[src/rtl/chunked_add_sequencer_pkg.sv]
// Shared definitions for the chunked wide-operand adder front end:
// FSM state encoding and the chunking geometry helpers.
package chunked_add_sequencer_pkg;

   typedef enum logic [1:0] {
      IDLE = 2'd0,
      RUN  = 2'd1,
      DONE = 2'd2
   } state_t;

   // Number of CHUNK_WIDTH slices needed to cover an operand (ceiling division).
   function automatic int calc_num_chunks(input int op_w, input int chunk_w);
      return (op_w + chunk_w - 32'sd1) / chunk_w;
   endfunction

   // Width of the most significant slice; equals chunk_w when op_w divides evenly.
   function automatic int calc_last_w(input int op_w, input int chunk_w);
      return op_w - (calc_num_chunks(op_w, chunk_w) - 32'sd1) * chunk_w;
   endfunction

   // Chunk index width; a single-chunk configuration still needs one bit.
   function automatic int calc_idx_w(input int num_chunks);
      return (num_chunks <= 32'sd1) ? 32'sd1 : $clog2(num_chunks);
   endfunction

endpackage

[src/rtl/chunked_add_sequencer_adder.sv]
// Combinational conditional-sum adder. The operand is cut into BLOCK_SIZE
// slices; each slice precomputes its sum for an incoming carry of 0 and of 1,
// and the real block carries only steer multiplexers, keeping the ripple
// path to one mux per block.
module configurable_conditional_sum_adder #(
   parameter int DATA_WIDTH = 32,
   parameter int BLOCK_SIZE = 4
) (
   input  logic [DATA_WIDTH-1:0] a,
   input  logic [DATA_WIDTH-1:0] b,
   input  logic                  cin,
   output logic [DATA_WIDTH-1:0] sum,
   output logic                  cout
);

   localparam int NUM_BLOCKS = (DATA_WIDTH + BLOCK_SIZE - 1) / BLOCK_SIZE;

   logic [NUM_BLOCKS:0] block_carry;

   assign block_carry[0] = cin;

   for (genvar g = 0; g < NUM_BLOCKS; g++) begin : g_block
      localparam int LO = g * BLOCK_SIZE;
      // The top block is narrower when BLOCK_SIZE does not divide DATA_WIDTH.
      localparam int BW = ((LO + BLOCK_SIZE) > DATA_WIDTH) ? (DATA_WIDTH - LO) : BLOCK_SIZE;

      logic [BW:0] sum_c0;
      logic [BW:0] sum_c1;

      assign sum_c0 = {1'b0, a[LO +: BW]} + {1'b0, b[LO +: BW]};
      assign sum_c1 = sum_c0 + {{BW{1'b0}}, 1'b1};

      assign sum[LO +: BW]      = block_carry[g] ? sum_c1[BW-1:0] : sum_c0[BW-1:0];
      assign block_carry[g + 1] = block_carry[g] ? sum_c1[BW]     : sum_c0[BW];
   end

   assign cout = block_carry[NUM_BLOCKS];

endmodule

[src/rtl/chunked_add_sequencer.sv]
// Multi-cycle wide adder: captures two OP_WIDTH operands, then pushes one
// CHUNK_WIDTH slice per cycle (LSB first) through a single conditional-sum
// core, carrying between slices in a register and assembling the full sum.
module chunked_add_sequencer
   import chunked_add_sequencer_pkg::*;
#(
   parameter int OP_WIDTH    = 128,
   parameter int CHUNK_WIDTH = 32,
   parameter int BLOCK_SIZE  = 4
) (
   input  logic                clk,
   input  logic                rst,
   input  logic                in_valid,
   output logic                in_ready,
   input  logic [OP_WIDTH-1:0] in_a,
   input  logic [OP_WIDTH-1:0] in_b,
   input  logic                in_cin,
   output logic                out_valid,
   input  logic                out_ready,
   output logic [OP_WIDTH-1:0] out_sum,
   output logic                out_cout,
   output logic                busy
);

   localparam int NUM_CHUNKS = calc_num_chunks(OP_WIDTH, CHUNK_WIDTH);
   localparam int LAST_W     = calc_last_w(OP_WIDTH, CHUNK_WIDTH);
   localparam int IDX_W      = calc_idx_w(NUM_CHUNKS);
   localparam int PAD_W      = NUM_CHUNKS * CHUNK_WIDTH;
   localparam int SLOTS      = 2 ** IDX_W;
   localparam logic [IDX_W-1:0] LAST_IDX = IDX_W'(NUM_CHUNKS - 1);

   state_t                 state;
   logic [OP_WIDTH-1:0]    a_reg;
   logic [OP_WIDTH-1:0]    b_reg;
   logic [OP_WIDTH-1:0]    result;
   logic [OP_WIDTH-1:0]    result_next;
   logic                   carry;
   logic [IDX_W-1:0]       idx;

   logic [PAD_W-1:0]       a_pad;
   logic [PAD_W-1:0]       b_pad;
   logic [CHUNK_WIDTH-1:0] a_chunks [SLOTS];
   logic [CHUNK_WIDTH-1:0] b_chunks [SLOTS];
   logic [CHUNK_WIDTH-1:0] core_a;
   logic [CHUNK_WIDTH-1:0] core_b;
   logic [CHUNK_WIDTH-1:0] core_sum;
   logic                   core_cout;
   logic                   chunk_carry;

   // Zero-extension pads a partial top chunk so its unused upper bits add as 0.
   assign a_pad = PAD_W'(a_reg);
   assign b_pad = PAD_W'(b_reg);

   // Chunk table sized to the full index range so every idx value selects a defined entry.
   for (genvar c = 0; c < SLOTS; c++) begin : g_chunk_mux
      if (c < NUM_CHUNKS) begin : g_real
         assign a_chunks[c] = a_pad[c*CHUNK_WIDTH +: CHUNK_WIDTH];
         assign b_chunks[c] = b_pad[c*CHUNK_WIDTH +: CHUNK_WIDTH];
      end else begin : g_unused
         assign a_chunks[c] = {CHUNK_WIDTH{1'b0}};
         assign b_chunks[c] = {CHUNK_WIDTH{1'b0}};
      end
   end

   assign core_a = a_chunks[idx];
   assign core_b = b_chunks[idx];

   configurable_conditional_sum_adder #(
      .DATA_WIDTH (CHUNK_WIDTH),
      .BLOCK_SIZE (BLOCK_SIZE)
   ) u_core (
      .a    (core_a),
      .b    (core_b),
      .cin  (carry),
      .sum  (core_sum),
      .cout (core_cout)
   );

   // Only the slice selected by idx takes the core sum; the rest keep their value.
   for (genvar c = 0; c < NUM_CHUNKS; c++) begin : g_result
      localparam int CW = (c == NUM_CHUNKS - 1) ? LAST_W : CHUNK_WIDTH;
      assign result_next[c*CHUNK_WIDTH +: CW] =
         (idx == IDX_W'(c)) ? core_sum[CW-1:0] : result[c*CHUNK_WIDTH +: CW];
   end

   // With a partial top chunk the true carry-out sits at padded-sum bit LAST_W.
   if (LAST_W < CHUNK_WIDTH) begin : g_partial_carry
      assign chunk_carry = (idx == LAST_IDX) ? core_sum[LAST_W] : core_cout;
   end else begin : g_full_carry
      assign chunk_carry = core_cout;
   end

   // Sequencer FSM: capture, one chunk per RUN cycle, hold result until consumed.
   always_ff @(posedge clk or posedge rst) begin
      if (rst) begin
         state     <= IDLE;
         a_reg     <= {OP_WIDTH{1'b0}};
         b_reg     <= {OP_WIDTH{1'b0}};
         result    <= {OP_WIDTH{1'b0}};
         carry     <= 1'b0;
         idx       <= {IDX_W{1'b0}};
         in_ready  <= 1'b1;
         out_valid <= 1'b0;
         busy      <= 1'b0;
      end else begin
         case (state)
            IDLE: begin
               if (in_valid) begin
                  a_reg    <= in_a;
                  b_reg    <= in_b;
                  carry    <= in_cin;
                  idx      <= {IDX_W{1'b0}};
                  state    <= RUN;
                  in_ready <= 1'b0;
                  busy     <= 1'b1;
               end
            end
            RUN: begin
               result <= result_next;
               carry  <= chunk_carry;
               idx    <= idx + IDX_W'(1'b1);
               if (idx == LAST_IDX) begin
                  state     <= DONE;
                  out_valid <= 1'b1;
               end
            end
            DONE: begin
               if (out_ready) begin
                  state     <= IDLE;
                  out_valid <= 1'b0;
                  in_ready  <= 1'b1;
                  busy      <= 1'b0;
               end
            end
            default: begin
               state     <= IDLE;
               in_ready  <= 1'b1;
               out_valid <= 1'b0;
               busy      <= 1'b0;
            end
         endcase
      end
   end

   assign out_sum  = result;
   assign out_cout = carry;

endmodule
[config.mk]
export PLATFORM = sky130hd
export DESIGN_NAME = chunked_add_sequencer
export DESIGN_NICKNAME = d
export VERILOG_FILES = /design/src/rtl/chunked_add_sequencer_pkg.sv /design/src/rtl/chunked_add_sequencer_adder.sv /design/src/rtl/chunked_add_sequencer.sv
export SDC_FILE = /design/constraint.sdc
export NUM_CORES = 1
export LEC_CHECK = 0
export ABC_AREA = 0
export CORE_MARGIN = 2
export CORE_UTILIZATION = 32
export CTS_BUF_LIST = sky130_fd_sc_hd__clkbuf_4 sky130_fd_sc_hd__clkbuf_8
export DETAILED_ROUTE_END_ITERATION = 10
export PLACE_DENSITY = 0.53
export SLEW_MARGIN = 20
export SYNTH_ARGS = -nofsm -noshare
export SYNTH_HDL_FRONTEND = slang
export SYNTH_SLANG_ARGS = --single-unit
[constraint.sdc]
create_clock -name clk -period 18.1 [get_ports clk]
set_input_delay 3.62 -clock clk [delete_from_list [all_inputs] [get_ports clk]]
set_output_delay 3.62 -clock clk [all_outputs]
set_load 0.05 [all_outputs]
==> summary.txt, run 1 <==
Clock network
  • H-tree depth: 3
  • CTS tree: done
  • TritonCTS Sinks: 392
  • CTS Hold Buffers Added: 0
  • Clk root buf: clkbuf_8
  • Worst skew pair latency: 0.63 ns
  • CTS max path bufs: 3
  • Total CTS buffers: 71
  • Clock transition at path regs: 0.06 ns
  • # Post-CTS Setup Buffers: 0
  • Gates resized, CTS repair: 0

Logic synthesis
  • Main combinational cell family by area after synthesis: simple AND/OR/NAND/NOR gates
  • EDFF count, synth: 0
  • YS warnings: 0
  • Cells after Synth: 1843
  • Syn Nets: 2156
  • Post-synthesis adder-cell area fraction: 0.0399
  • Cell Area, Synth: 17800 um^2
  • Post-synthesis mux area share: 0.0908
  • Avg Inst Size Synth: 9.67 um^2
  • #FFs+latches synth: 392
  • Sequential element share of the synthesized area: 0.550
  • Post-synthesis simple-gate area fraction: 0.214
  • Prevailing post-synth register cell: dfrtp_1
  • Post-synthesis compound-gate area fraction: 0.0557
  • Cell variety after synth: 50
  • Ys async rst share: 1.00
  • Post-Synth XOR/XNOR Area: 0.0236

Timing
  • Tcrit/Tclk final: 0.364
  • FMAX: 0.152 GHz
  • Final worst slack: 11.51 ns
  • RSZ-0062 raised after global routing: no
  • Min Tclk post-route: 6.59 ns
  • Setup TNS: 0 ns
  • Final setup viols: 0
  • Fin. Hold Viols: 0
  • Slew at the pin closest to its max-slew limit: 0.970 ns
  • Max-slew violation count: 0
  • Clk_skew: 0.0200 ns
  • Headroom to the max-slew limit: 0.353

GRT
  • Number of global-route vias before repair: 14.4k
  • GRT overflow: 0
  • Global-route wire length before repair: 83.1 mm
  • Total track usage: 0.190
  • Largest net degree at the start of global routing: 193
  • Antenna violations before repair: 8

Finish
  • Area growth syn-to-layout: 34.1%
  • Reg area: 9820 um^2
  • Layout filler cell count: 5436
  • Post-layout util: 0.434
  • Share of layout cells above drive strength 1: 0.0947
  • Nets: 2532
  • Multi-input gate area: 7590 um^2

Drt
  • Wire per inst: 18.0 um
  • Vias: 13.9k
  • Met3 wire len: 2.90 mm
  • Post-Route WL: 54.2 mm
  • DRT Pass-1 Iters: 5
  • DRC: 0
  • Met1 wire length: 24.8 mm
  • DR vias/cell: 4.62
  • Routed Antenna Nets: 0
  • Initial DRC count: 794
  • Met2 WL post-DR: 25.2 mm
  • Highest Signal Layer: met5

Worst setup path
  • Worst setup EP type: register
  • Critical Path Source Type: register
  • CP max FO: 38
  • Critical Path RT: 18.58 ns
  • Critical path class: reg -> reg
  • Worst EP arrival: 7.08 ns

Floorplan
  • Starting Density: 0.324
  • Die span in y: 240 um
  • Die X: 240 um
  • Die ar.: 57600 um^2
  • # IOs: 393
  • Core ar.: 55100 um^2
  • Rows: 86

Run status
  • Status: finished, final reports clean

Place
  • Hpwl dp: 39.0 mm
  • Dpl ws: 11.30 ns
  • GP Congestion: 0.805
  • Port-buffer cells: 392

Hold path
  • HP Class: reg -> reg

Flow run
  • Max cap viols: 0
layout by cell type (no fill, tap or decap), drive strengths merged, types with 3 or more instances in the layout:
cell type	netlist	layout
mux4	64	64
ha	44	44
diode	0	4
nand2	921	921
buf	10	16
mux2i	15	15
and4	4	4
nor2	12	12
a21o	16	16
xnor2	32	32
o21ai	131	131
nand4	4	4
o311ai	4	4
a21oi	16	16
inv	15	15
clkbuf	95	109
nand3	6	6
and3	5	5
xor2	13	13
nor2b	5	5
dfrtp	391	391
clkinv	0	3
nand2b	5	5
clkdlybuf4s50	0	392
fa	8	8
worst max-delay path: stages (launching register included):
cell and delay (ns):
dfrtp_4 0.85, buf_4 0.80, mux4_2 0.60, ha_1 0.21, inv_1 0.07, fa_1 0.42, inv_1 0.08, ha_1 0.20
nand2b_1 0.06, mux2_2 0.28, nor4b_1 0.30, mux2i_1 0.17, a221oi_4 0.52, nand3_2 0.12, and3_4 0.22, nor4_4 0.34
mux2i_2 0.44, mux2i_1 0.33, xor2_1 0.27, o21ai_0 0.11
layout make-up:
cell class	count	share of cell area
clock inverter	5	0.00220
inverter	15	0.00267
sequential	392	0.411
clock buffer	109	0.0568
antenna	4	0.000419
multi-input combinational	1331	0.318
timing repair buffer	408	0.170
tap	748	0.0392
flip-flops by register name, summed over array words and instances (netlist names):
register   flops
a_pad        128
b_pad        128
out_sum      128
idx            2
state          2
busy           1
in_ready       1
out_cout       1
out_valid      1
synth_stat cells, drive strengths merged, types with 2 or more instances:
cell      n  share of area
o21ai   131          0.037
nor3b     2        0.00084
o311ai    4         0.0020
a21oi    16         0.0045
and4      4         0.0020
and4b     2         0.0011
dfrtp   391           0.55
nand2   921           0.19
nor2     12         0.0025
and3      5         0.0020
buf      10         0.0021
and3b     2        0.00098
inv      15         0.0032
fa        8         0.0090
nand3     6         0.0020
mux4     64          0.081
xnor2    32          0.017
xor2     13         0.0068
nor3      2        0.00056
mux2i    15         0.0086
a21o     16         0.0067
mux2      2         0.0013
nor2b     5         0.0018
clkbuf   95          0.020
nand2b    5         0.0018
nand4     4         0.0014
ha       44          0.031
nand4b    2        0.00098
o31ai     2         0.0011
per-stage QoR:
stage / cell area [um^2] / hold WS, ns / std cells
after global placement: 22500 / 0.452 / 2893
after floorplan: 17800 / 0.440 / 1843
after global routing: 23900 / 0.480 / 3012
after CTS: 23900 / 0.473 / 3007
after detailed placement: 22500 / 0.458 / 2893
final: 23900 / 0.467 / 3012
layer usage:
metal,vias to the layer above,track usage
li1,6731,-
met1,6757,0.262
met2,344,0.295
met3,73,0.0416
met4,8,0.0704
met5,-,0
cells by family after synthesis:
family	count (synthesis)
DFF	392
and+or+nand+nor	976
muxes	81
AOI/OAI and AO/OA	177
adders and majority gates	52
xor gates and xnor gates	45
buffers and inverters	120
path summary, 6_finish.rpt:
| check | to | cells after the start | slack [ns] | startpoint |
|---|---|---|---|---|
| worst max-delay path | out_sum[63] | 19 | 11.51 | idx[0] |
| worst min-delay path | a_pad[112] | 2 | 0.47 | a_pad[112] |
| worst max register to register | out_sum[63] | 19 | 11.51 | idx[0] |
| worst min register to register | a_pad[112] | 2 | 0.47 | a_pad[112] |
| max in group asynchronous | a_pad[78] | 4 | 12.22 | rst |
| min in group asynchronous | out_sum[38] | 2 | 3.48 | rst |
Power of run 1 is left out: the tool's default activity adds up to more than one toggle a clock period on the data nets, which glitch-free logic cannot reach.
==> inputs of run 2 (changes only) <==
--- a/config.mk
+++ b/config.mk
@@ -10,7 +10,7 @@
 export CORE_UTILIZATION = 32
 export CTS_BUF_LIST = sky130_fd_sc_hd__clkbuf_4 sky130_fd_sc_hd__clkbuf_8
 export DETAILED_ROUTE_END_ITERATION = 10
-export PLACE_DENSITY = 0.53
+export PLACE_DENSITY = 0.55
 export SLEW_MARGIN = 20
 export SYNTH_ARGS = -nofsm -noshare
 export SYNTH_HDL_FRONTEND = slang
==> constraint.sdc (replaced) <==
create_clock -name clk -period 5.38 [get_ports clk]
set_input_delay 1.076 -clock clk [delete_from_list [all_inputs] [get_ports clk]]
set_output_delay 1.076 -clock clk [all_outputs]
set_load 0.05 [all_outputs]
==> run 2 against run 1 <==
Effect of this change: non-clock buffer count grew 18; count of clock-buffer cells in the layout is 2 higher; routed wire length increased by 1.7%; maximum frequency increased by 27%; via count is 1.1% higher; worst setup slack lost 11 ns; register-to-register slack worse by 11 ns; critical path depth stayed put; clock skew is 0.0040 ns higher; critical endpoint is now out_sum[29]; highest routed layer unchanged.
==> summary.txt, run 2 (synthesis gave the netlist of run 1 again) <==
Run status
  • Status: finished, final reports clean

GRT
  • Global-route wire length before repair: 84.9 mm
  • Antenna violations before repair: 6
  • GRT overflow: 0
  • Total track usage: 0.195
  • Largest net degree at the start of global routing: 214
  • Number of global-route vias before repair: 14.7k

Worst setup path
  • CP max FO: 8
  • Worst EP arrival: 5.71 ns
  • Critical path class: reg -> reg
  • Reg2reg path depth: 19
  • Worst setup EP type: register
  • Critical Path RT: 5.88 ns
  • Critical Path Source Type: register

Drt
  • Wire per inst: 18.2 um
  • Vias: 14.1k
  • DRT Pass-1 Iters: 4
  • DRC: 0
  • DR vias/cell: 4.63
  • Post-Route WL: 55.2 mm
  • Initial DRC count: 739
  • Routed Antenna Nets: 0

Timing
  • Min Tclk post-route: 5.21 ns
  • Setup TNS: 0 ns
  • Tcrit/Tclk final: 0.969
  • Headroom to the max-slew limit: 0.296
  • Clk_skew: 0.0240 ns
  • Fin. Hold Viols: 0
  • RSZ-0062 raised after global routing: yes
  • FMAX: 0.192 GHz
  • Slew at the pin closest to its max-slew limit: 1.06 ns
  • Final setup viols: 0
  • Max-slew violation count: 0

Floorplan
  • # IOs: 393
  • Die X: 240 um
  • Core ar.: 55100 um^2
  • Rows: 86
  • Die span in y: 240 um
  • Starting Density: 0.324
  • Die ar.: 57600 um^2

Place
  • Hpwl dp: 40.4 mm
  • Port-buffer cells: 392
  • Placed cell count: 2901
  • GP Congestion: 0.811

Clock network
  • Clock transition at path regs: 0.06 ns
  • Worst skew pair latency: 0.64 ns
  • CTS tree: done
  • Total CTS buffers: 70
  • H-tree depth: 3
  • CTS max path bufs: 3
  • CTS Hold Buffers Added: 0
  • Clk root buf: clkbuf_8
  • TritonCTS Sinks: 392

Finish
  • Nets: 2549
  • Commonest non-fill, non-tap cells in the layout: nand2_1 (916), clkdlybuf4s50_1 (392), dfrtp_1 (389)
  • Share of layout cells above drive strength 1: 0.115
  • Post-layout util: 0.442
  • Area growth syn-to-layout: 36.7%
  • Non-Filler Instances: 3038
  • Most common cell after layout, fill and taps aside: nand2_1

Hold path
  • HP Class: reg -> reg
  • Worst hold path depth: 2

Flow run
  • Max cap viols: 0
-- run 2: final cells by class --
| type | instances | area, um^2 |
|---|---|---|
| sequential | 392 | 9820 |
| timing repair buffer | 426 | 4270 |
| fill | 5370 | 30700 |
| tap | 748 | 936 |
| clock inverter | 12 | 98.8 |
| clock buffer | 111 | 1420 |
| antenna | 3 | 7.51 |
| inverter | 15 | 60.1 |
| multi-input combinational | 1331 | 7750 |
-- run 2: final timing paths --
check / slack, ns / start / end
min in group asynchronous: 0.80 / rst / out_sum[31]
hold reg to reg: 0.47 / b_pad[78] / b_pad[78]
hold / removal: 0.47 / b_pad[78] / b_pad[78]
setup / recovery: 0.17 / idx[0] / out_sum[29]
max in group asynchronous: 3.50 / rst / a_pad[24]
setup reg to reg: 0.17 / idx[0] / out_sum[29]
-- run 2: per-stage QoR --
| stage | cell area, um^2 | hold WS, ns | setup slack (ns) |
|---|---|---|---|
| after floorplan | 17900 | 0.440 | -0.969 |
| after global placement | 22600 | 0.452 | 0.0146 |
| after detailed placement | 22600 | 0.457 | -0.0683 |
| after CTS | 24200 | 0.471 | 0.0000271 |
| after global routing | 24400 | 0.485 | -0.0915 |
| final | 24400 | 0.467 | 0.169 |
-- run 2: repair_timing --
action	4_1_cts	5_1_grt
hold endpoints to repair	0	0
gates resized for setup	3	37
pin swaps	3	16
setup buffers	5	6
endpoints found under the setup margin	17	33
-- run 2: critical path, cell delays in order, from the launching register on --
cell      delay, ns
dfrtp_4        0.48
mux4_2         0.57
ha_4           0.19
inv_2          0.05
fa_1           0.42
inv_1          0.08
ha_2           0.17
nand2_2        0.06
a2111o_1       0.34
o31ai_4        0.10
mux2i_2        0.32
mux2i_2        0.13
a221oi_4       0.39
nand3_2        0.12
and3_4         0.19
nor4_4         0.36
mux2i_4        0.40
xnor2_4        0.25
mux2i_4        0.36
o21ai_1        0.08
-- run 2: metal layers --
metal  routed length [um]  part of all wire  track usage
met1                25000              0.45        0.259
met2                26000              0.47        0.314
met3                 2980             0.054       0.0442
met4                 1260             0.023       0.0668
met5                   26           0.00047            0
Power of run 2 is left out for the same reason.
==> inputs of run 3 (changes only) <==
--- a/config.mk
+++ b/config.mk
@@ -6,12 +6,11 @@
 export NUM_CORES = 1
 export LEC_CHECK = 0
 export ABC_AREA = 0
-export CORE_MARGIN = 2
 export CORE_UTILIZATION = 32
 export CTS_BUF_LIST = sky130_fd_sc_hd__clkbuf_4 sky130_fd_sc_hd__clkbuf_8
 export DETAILED_ROUTE_END_ITERATION = 10
 export PLACE_DENSITY = 0.55
-export SLEW_MARGIN = 20
+export SKIP_CTS_REPAIR_TIMING = 1
 export SYNTH_ARGS = -nofsm -noshare
 export SYNTH_HDL_FRONTEND = slang
 export SYNTH_SLANG_ARGS = --single-unit
==> run 3 against run 2 <==
Effect of this change: the run now ends with DRC left; first-iteration DRC count down 7.7%; critical endpoint is now out_sum[93]; routed wire length down 1.1%; count of clock-buffer cells in the layout down 2.
==> summary.txt, run 3 (synthesis gave the netlist of run 1 again) <==
Run status
  • Status: finished with violations
  • Failing checks: DRC

Finish
  • Final design instance area without fill: 24300 um^2
  • Share of layout cells above drive strength 1: 0.117
  • Nets: 2557
  • Commonest non-fill, non-tap cells in the layout: nand2_1 (916), clkdlybuf4s50_1 (392), dfrtp_1 (389)
  • Area growth syn-to-layout: 36.6%
  • Most common cell after layout, fill and taps aside: nand2_1
  • Layout filler cell count: 5420

Clock network
  • Total CTS buffers: 70
  • Clk root buf: clkbuf_8
  • H-tree depth: 3
  • CTS max path bufs: 3
  • Clock transition at path regs: 0.06 ns
  • Worst skew pair latency: 0.65 ns
  • CTS tree: done
  • TritonCTS Sinks: 392

GRT
  • GRT overflow: 0
  • Total track usage: 0.196
  • Largest net degree at the start of global routing: 259
  • Number of global-route vias before repair: 14.6k
  • Antenna violations before repair: 7
  • Global-route wire length before repair: 84.7 mm

Worst setup path
  • Worst setup EP type: register
  • Worst EP arrival: 5.75 ns
  • Worst path slowest cell: fa_1
  • Bufs and invs on worst path: 3
  • Critical path class: reg -> reg
  • Crit-path cells: buf_12 > buf_8 > mux4_2 > ha_2 > fa_1 > ha_2 > nand2b_1 > mux2i_2 > buf_4 > and3_1 > mux2i_2 > a221oi_4 > nand3_2 > and3_4 > nor4_4 > mux2i_4 > xnor2_4 > mux2i_4 > o21ai_1
  • Critical Path RT: 5.87 ns
  • CP peak stage delay: 0.56 ns
  • Critical Path Source Type: register
  • CP max FO: 8
  • Crit path max-delay family: multiplexers

Flow run
  • Max cap viols: 0

Timing
  • Fin. Hold Viols: 0
  • FMAX: 0.190 GHz
  • Setup TNS: 0 ns
  • Min Tclk post-route: 5.26 ns
  • RSZ-0062 raised after global routing: yes
  • Final worst slack: 0.125 ns
  • Clk_skew: 0.0361 ns
  • Headroom to the max-slew limit: 0.146
  • Final setup viols: 0
  • Tcrit/Tclk final: 0.977
  • Max-slew violation count: 0
  • Slew at the pin closest to its max-slew limit: 1.28 ns
  • Hold Worst Slack: 0.464 ns

Place
  • Dpl ws: -0.0249 ns
  • Port-buffer cells: 392
  • Hpwl dp: 39.7 mm
  • GP Congestion: 0.821
  • Placed cell area: 22700 um^2

Floorplan
  • Die X: 238 um
  • Core ar.: 55100 um^2
  • # IOs: 393
  • Starting Density: 0.324
  • Rows: 86
  • Die span in y: 238 um
  • Die ar.: 56600 um^2

Drt
  • DRC: 4
  • Wire per inst: 17.9 um
  • DRT Pass-1 Iters: 7
  • Vias: 14.1k
  • DR vias/cell: 4.64
  • Initial DRC count: 682
  • Post-Route WL: 54.6 mm
  • Routed Antenna Nets: 0

Hold path
  • HP Class: reg -> reg
run 3: per-layer routing:
metal,vias to the layer above,track usage,wire (um)
met4,6,0.0736,1450
li1,6796,-,-
met1,6882,0.260,24100
met3,90,0.0493,3350
met5,-,0,36
met2,351,0.310,25600
run 3: final cells by class:
class                   instances  area, um^2  area share
repair buffers                434        4330       0.178
clock inverters                10        83.8     0.00344
diodes                          3        7.51    0.000308
well taps                     748         936      0.0384
clock buffers                 109        1380      0.0567
flip-flops and latches        392        9820       0.403
inverters                      15        60.1     0.00247
multi-input cells            1331        7730       0.317
run 3: metrics by stage:
step                 util  std cells
CTS                 0.438       3030
finish              0.442       3042
floorplan               -       1843
detailed placement  0.411       2911
global route        0.442       3041
global placement    0.411       2911
run 3: worst paths after layout:
kind                                 start          end  slack [ns]  depth (start not counted)
worst min-delay path            a_pad[112]   a_pad[112]        0.46                          2
worst max-delay path                idx[0]  out_sum[93]        0.12                         19
max in group asynchronous              rst    b_pad[57]        3.18                          3
worst min register to register  a_pad[112]   a_pad[112]        0.46                          2
worst max register to register      idx[0]  out_sum[93]        0.12                         19
min in group asynchronous              rst   out_sum[8]        1.01                          2
run 3: worst register-to-register path: cells and delay by family, from the launching register on:
kind                       cells  cell delay (ns)
AOI/OAI and AO/OA              2             0.50
xor gates and xnor gates       1             0.24
adders and majority gates      3             0.97
buffers and inverters          3             0.45
DFF                            1             0.50
muxes                          5             1.55
and+or+nand+nor                5             0.92
Power of run 3 is left out for the same reason.
